$ cat src/rtl/usb_rx_pkg.sv
// Shared definitions for the USB receive deserializer: FSM states, SYNC pattern,
// default packet length limit and the PID nibble-check helper.
package usb_rx_pkg;

  typedef enum logic [1:0] {
    HUNT  = 2'd0,
    DATA  = 2'd1,
    DRAIN = 2'd2
  } rx_state_e;

  localparam logic [7:0] SYNC_PATTERN      = 8'h80;
  localparam int         MAX_BYTES_DEFAULT = 1026;

  // A PID is well formed when its upper nibble is the complement of its lower nibble.
  function automatic logic pid_nibble_ok(input logic [7:0] pid);
    return pid[7:4] == ~pid[3:0];
  endfunction

endpackage

$ cat src/rtl/usb_sync_detect.sv
// SYNC hunter: shifts accepted bits in at the MSB end and pulses match_o in the
// same cycle the bit that completes SYNC_PATTERN arrives.
module usb_sync_detect
  import usb_rx_pkg::*;
(
  input  logic clk_i,
  input  logic rst_i,
  input  logic bit_i,
  input  logic enable_i,
  input  logic clear_i,
  output logic match_o
);

  logic [7:0] hist_q;
  logic [7:0] hist_d;

  assign hist_d  = {bit_i, hist_q[7:1]};
  assign match_o = enable_i && (hist_d == SYNC_PATTERN);

  // History is emptied on a match so a later return to HUNT starts clean.
  always_ff @(posedge clk_i) begin
    if (rst_i || clear_i || match_o) begin
      hist_q <= '0;
    end else if (enable_i) begin
      hist_q <= hist_d;
    end
  end

endmodule

$ cat src/rtl/usb_rx_deserializer.sv
// USB receive deserializer: finds SYNC, assembles LSB-first bytes and flags packet end.
// Optional PID nibble check is enabled by defining RX_DESER_PID_CHECK_EN.
module usb_rx_deserializer
  import usb_rx_pkg::*;
#(
  parameter int MAX_BYTES = MAX_BYTES_DEFAULT
) (
  input  logic       Rx_Deser_Clk,
  input  logic       Rx_Deser_Rst,
  input  logic       Rx_Deser_Data_In,
  input  logic       Rx_Deser_Skip_In,
  input  logic       Rx_Deser_Eop_In,
  output logic [7:0] Rx_Deser_Byte_Out,
  output logic       Rx_Deser_Valid_Out,
  output logic       Rx_Deser_First_Out,
  output logic       Rx_Deser_Active_Out,
  output logic       Rx_Deser_Done_Out,
  output logic       Rx_Deser_Err_Out
`ifdef RX_DESER_PID_CHECK_EN
  , output logic     Rx_Deser_Pid_Err_Out
`endif
);

  localparam int            CW      = $clog2(MAX_BYTES + 1);
  localparam logic [CW-1:0] MAX_CNT = CW'(MAX_BYTES);

  rx_state_e     state_q;
  logic [2:0]    bitCnt_q;
  logic [CW-1:0] byteCnt_q;
  logic [7:0]    shift_q;
  logic [7:0]    shift_d;
  logic [7:0]    byte_q;
  logic          valid_q;
  logic          first_q;
  logic          active_q;
  logic          done_q;
  logic          err_q;
  logic          accept;
  logic          syncMatch;
  logic          pidClean;

  assign accept  = !Rx_Deser_Skip_In && !Rx_Deser_Eop_In;
  assign shift_d = {Rx_Deser_Data_In, shift_q[7:1]};

  usb_sync_detect u_sync (
    .clk_i    (Rx_Deser_Clk),
    .rst_i    (Rx_Deser_Rst),
    .bit_i    (Rx_Deser_Data_In),
    .enable_i (accept && (state_q == HUNT)),
    .clear_i  (Rx_Deser_Eop_In),
    .match_o  (syncMatch)
  );

`ifdef RX_DESER_PID_CHECK_EN
  logic pidErr_q;
  logic pidBad_q;
  assign Rx_Deser_Pid_Err_Out = pidErr_q;
  assign pidClean             = !pidBad_q;
`else
  assign pidClean = 1'b1;
`endif

  always_ff @(posedge Rx_Deser_Clk) begin
    if (Rx_Deser_Rst) begin
      state_q   <= HUNT;
      bitCnt_q  <= '0;
      byteCnt_q <= '0;
      shift_q   <= '0;
      byte_q    <= '0;
      valid_q   <= 1'b0;
      first_q   <= 1'b0;
      active_q  <= 1'b0;
      done_q    <= 1'b0;
      err_q     <= 1'b0;
`ifdef RX_DESER_PID_CHECK_EN
      pidErr_q  <= 1'b0;
      pidBad_q  <= 1'b0;
`endif
    end else begin
      valid_q <= 1'b0;
      first_q <= 1'b0;
      done_q  <= 1'b0;
      err_q   <= 1'b0;
`ifdef RX_DESER_PID_CHECK_EN
      pidErr_q <= 1'b0;
`endif
      case (state_q)
        HUNT: begin
          if (syncMatch) begin
            state_q   <= DATA;
            active_q  <= 1'b1;
            bitCnt_q  <= '0;
            byteCnt_q <= '0;
`ifdef RX_DESER_PID_CHECK_EN
            pidBad_q  <= 1'b0;
`endif
          end
        end
        DATA: begin
          // Eop wins over a coinciding bit; only a byte-aligned, non-empty packet ends clean.
          if (Rx_Deser_Eop_In) begin
            state_q  <= HUNT;
            active_q <= 1'b0;
            bitCnt_q <= '0;
            if ((bitCnt_q == 3'd0) && (byteCnt_q != '0) && pidClean) begin
              done_q <= 1'b1;
            end else begin
              err_q <= 1'b1;
            end
          end else if (accept) begin
            shift_q  <= shift_d;
            bitCnt_q <= bitCnt_q + 3'd1;
            if (bitCnt_q == 3'd7) begin
              if (byteCnt_q == MAX_CNT) begin
                err_q   <= 1'b1;
                state_q <= DRAIN;
              end else begin
                byte_q    <= shift_d;
                valid_q   <= 1'b1;
                first_q   <= (byteCnt_q == '0);
                byteCnt_q <= byteCnt_q + 1'b1;
`ifdef RX_DESER_PID_CHECK_EN
                if ((byteCnt_q == '0) && !pid_nibble_ok(shift_d)) begin
                  pidErr_q <= 1'b1;
                  pidBad_q <= 1'b1;
                end
`endif
              end
            end
          end
        end
        DRAIN: begin
          if (Rx_Deser_Eop_In) begin
            state_q  <= HUNT;
            active_q <= 1'b0;
          end
        end
        default: begin
          state_q  <= HUNT;
          active_q <= 1'b0;
        end
      endcase
    end
  end

  assign Rx_Deser_Byte_Out   = byte_q;
  assign Rx_Deser_Valid_Out  = valid_q;
  assign Rx_Deser_First_Out  = first_q;
  assign Rx_Deser_Active_Out = active_q;
  assign Rx_Deser_Done_Out   = done_q;
  assign Rx_Deser_Err_Out    = err_q;

endmodule

$ cat config.mk
export PLATFORM = sky130hd
export DESIGN_NAME = usb_rx_deserializer
export DESIGN_NICKNAME = d
export VERILOG_FILES = /design/src/rtl/usb_rx_pkg.sv /design/src/rtl/usb_sync_detect.sv /design/src/rtl/usb_rx_deserializer.sv
export SDC_FILE = /design/constraint.sdc
export NUM_CORES = 1
export LEC_CHECK = 0
export ABC_AREA = 1
export CAP_MARGIN = 20
export CELL_PAD_IN_SITES_DETAIL_PLACEMENT = 1
export CELL_PAD_IN_SITES_GLOBAL_PLACEMENT = 2
export CORE_MARGIN = 5
export CORE_UTILIZATION = 31
export CTS_BUF_LIST = sky130_fd_sc_hd__clkbuf_4
export DETAILED_ROUTE_END_ITERATION = 8
export PLACE_DENSITY_LB_ADDON = 0.1
export REMOVE_ABC_BUFFERS = 1
export SYNTH_ARGS = -nofsm -noshare
export SYNTH_HDL_FRONTEND = slang
export SYNTH_SLANG_ARGS = --single-unit
$ cat constraint.sdc
create_clock -name Rx_Deser_Clk -period 1.6 [get_ports Rx_Deser_Clk]
set_input_delay 0.4 -clock Rx_Deser_Clk [delete_from_list [all_inputs] [get_ports Rx_Deser_Clk]]
set_output_delay 0.4 -clock Rx_Deser_Clk [all_outputs]
set_load 0.05 [all_outputs]
==> results.cfg <==
[placed_design]
gp_congestion = 0.7632
post_detailed_placement_half_perimeter_wirelength_mm = 4.776
io_buffer_count = 17
area_after_dpl_mm2 = 0.002760

[final_layout]
utilization = 0.4319
final.fill_count = 841
final_design_area_no_fill_mm2 = 0.002918
layout.cells.most_common_list = nand2_1, nor2_1, dfxtp_1
layout_commonest_cell = nand2_1
finish.net_count = 366
register_area_um2 = 872.1
final_layout_size_suffix_gt1_frac = 0.2557
synthToLayoutAreaGrowth_pct = 35.66
multi_input_area_mm2 = 0.001185
antenna-diode-count = 0

[setup_path]
endpoint_kind = flop
critical_path_class = in2reg
worstSetupStartpointType = input pin
worstPathMaxFanout = 11
worst_ep_arrival_time_ps = 1840
critPathRequiredTime_ps = 1900
worstRegToRegCells = 12

[drt]
avgViaCountPerCell = 4.847
detailedRoute.firstPassIterationCount = 4
drt_iter0_drc = 41
wl_mm = 6.041
dr_total_vias = 2094
wire_length_per_cell_um = 13.98
post_route_drc = 0
detail-route-antenna-nets = 0

[floorplanning]
io-pin-count = 18
die-height_um = 93.30
die_width_um = 93.30
floorplan.core_area_mm2 = 0.006756
die_area_mm2 = 0.008704
rows = 30
start_util = 0.3183

[power]
p_leak_nw = 1.181
sw_frac_of_total = 0.3507
power_mw = 2.979
power.clock.fraction = 0.229
comb_power_share = 0.379
power.net_switching_mw = 1.045
internal_power_mw = 1.934
power.sequential.fraction = 0.392
pwrdens_mw_per_mm2 = 1021
ir_worst_vdd_mv = 0.6909

[outcome]
status = completed

[grt]
overflow_left_after_global_routing = 0
grt_pass1_vias = 2218
maximum_number_of_pins_on_one_net_before_global_route_repair = 18
grt_use_total = 0.1534
grt_first_pass_wirelength_mm = 10.58
antenna_found_initial = 0

[clock_tree]
ctsRootBufferMaster = clkbuf_4
clock_sink_count = 43
insertion_delay_ps = 360
tritoncts = built
max-clock-path-buffers = 2
cts-buffers-inserted = 5
path_clk_slew_ps = 130
cts_htree_levels = 2

[sta]
worst_clock_skew_ps = 6.233
period_needed_ps = 1539
grt_setup_unrepaired = true
worst_pin_slew_ps = 300.1
setup_total_negative_slack_ps = 0
timing.final.hold_violations = 0
layout_worst_path_cycle_share = 0.9616
clock.fmax_ghz = 0.6500
finalMaxSlewViolations = 0
max-slew-margin-rel = 0.7992
finalSetupViolations = 0

[logic_synthesis]
syn_avg_cell_area_um2 = 7.075
synth_seq_cells = 43
seq_area_frac_synth = 0.4002
syn-instance-count = 304
yosys_warnings = 0
synth_area_mm2 = 0.002151
synth.distinct_cells = 28

[run]
drv_cap = 0

[worst_hold_path]
min_delay_path_depth = 2
class_of_the_tightest_hold_or_removal_check = reg2reg
==> power by group through the flow <==
stage / clock [mW] / combinational (mW) / sequential (mW)
after floorplan: 0 / 0.520 / 1.22
after global placement: 0 / 1.07 / 1.19
after detailed placement: 0 / 1.09 / 1.19
after CTS: 0.712 / 1.10 / 1.17
after global routing: 0.761 / 1.26 / 1.17
final: 0.682 / 1.13 / 1.17
==> logic make-up after synthesis <==
family	count (synthesis)	share of synthesized area
AO/OA/AOI/OAI	46	0.1117
adder cells (fa/ha/maj)	9	0.05236
buffers and inverters	37	0.07504
XOR/XNOR	2	0.008146
flip-flops	43	0.4002
AND/OR/NAND/NOR	167	0.3525
==> per-stage QoR <==
stage | setup WS [ps] | cells | hold slack [ps]
after floorplan | -31.52 | 295 | 441.0
after global placement | -258.3 | 424 | 451.0
after detailed placement | -327.2 | 424 | 463.7
after CTS | 5.738 | 431 | 485.2
after global routing | -22.00 | 432 | 519.3
final | 61.50 | 432 | 478.2
==> sequential cells by signal, indices dropped and copies added, names as in the netlist <==
| name | cells |
|---|---|
| Rx_Deser_Done_Out | 1 |
| byteCnt_q | 11 |
| Rx_Deser_Byte_Out | 8 |
| state_q | 2 |
| u_sync.hist_q | 7 |
| Rx_Deser_Valid_Out | 1 |
| shift_q | 7 |
| Rx_Deser_First_Out | 1 |
| bitCnt_q | 3 |
| Rx_Deser_Err_Out | 1 |
| Rx_Deser_Active_Out | 1 |
==> cell usage after synthesis, drive strengths merged <==
| library cell | number | share of area |
|---|---|---|
| xnor2 | 2 | 0.0081 |
| inv | 28 | 0.049 |
| nor3 | 3 | 0.0070 |
| a31oi | 1 | 0.0029 |
| clkbuf | 4 | 0.0070 |
| ha | 9 | 0.052 |
| or2 | 1 | 0.0041 |
| nand2 | 67 | 0.14 |
| a21oi | 23 | 0.055 |
| nand4 | 2 | 0.0058 |
| nand3 | 28 | 0.067 |
| o21bai | 2 | 0.0070 |
| buf | 5 | 0.019 |
| o21ai | 20 | 0.047 |
| nor3b | 1 | 0.0035 |
| dfxtp | 43 | 0.40 |
| nor2 | 65 | 0.13 |
==> worst max-delay path, cell delays in order <==
cell and delay, ps:
clkdlybuf4s50_1 460, nor2_4 190, nand2_4 70, nor2_4 120, nand2_4 90, nand2_8 150, buf_12 120, nand4_1 110
a21oi_2 130
==> final timing paths <==
check / start / endpoint / slack (ps)
max: Rx_Deser_Skip_In / byteCnt_q[9] / 60
min: u_sync.hist_q[1] / u_sync.hist_q[1] / 480
max reg2reg: byteCnt_q[0] / byteCnt_q[10] / 80
min reg2reg: u_sync.hist_q[1] / u_sync.hist_q[1] / 480
==> cell type report <==
class	count	area share
sequential	43	0.2989
clock buffer	5	0.01286
timing repair buffer	50	0.1990
tap	80	0.03431
multi-input combinational	224	0.4061
clock inverter	2	0.01286
inverter	28	0.03602
==> routing by layer <==
metal | vias up | GRT usage | wire length (um)
met2 | 19 | 0.2710 | 3014
li1 | 1065 | - | -
met5 | - | 0 | 0
met3 | 6 | 0.02655 | 131
met1 | 1004 | 0.1899 | 2818
met4 | 0 | 0.04396 | 76
==> what timing repair did <==
action                     4_1_cts  5_1_grt
setup endpoints to repair        1       26
cloned                           0        0
gates resized for setup          1       30
pin swaps                        0        6
hold buffers                     0        0
setup buffers                    0        1
No activity file was read; power rests on OpenSTA's default activity.
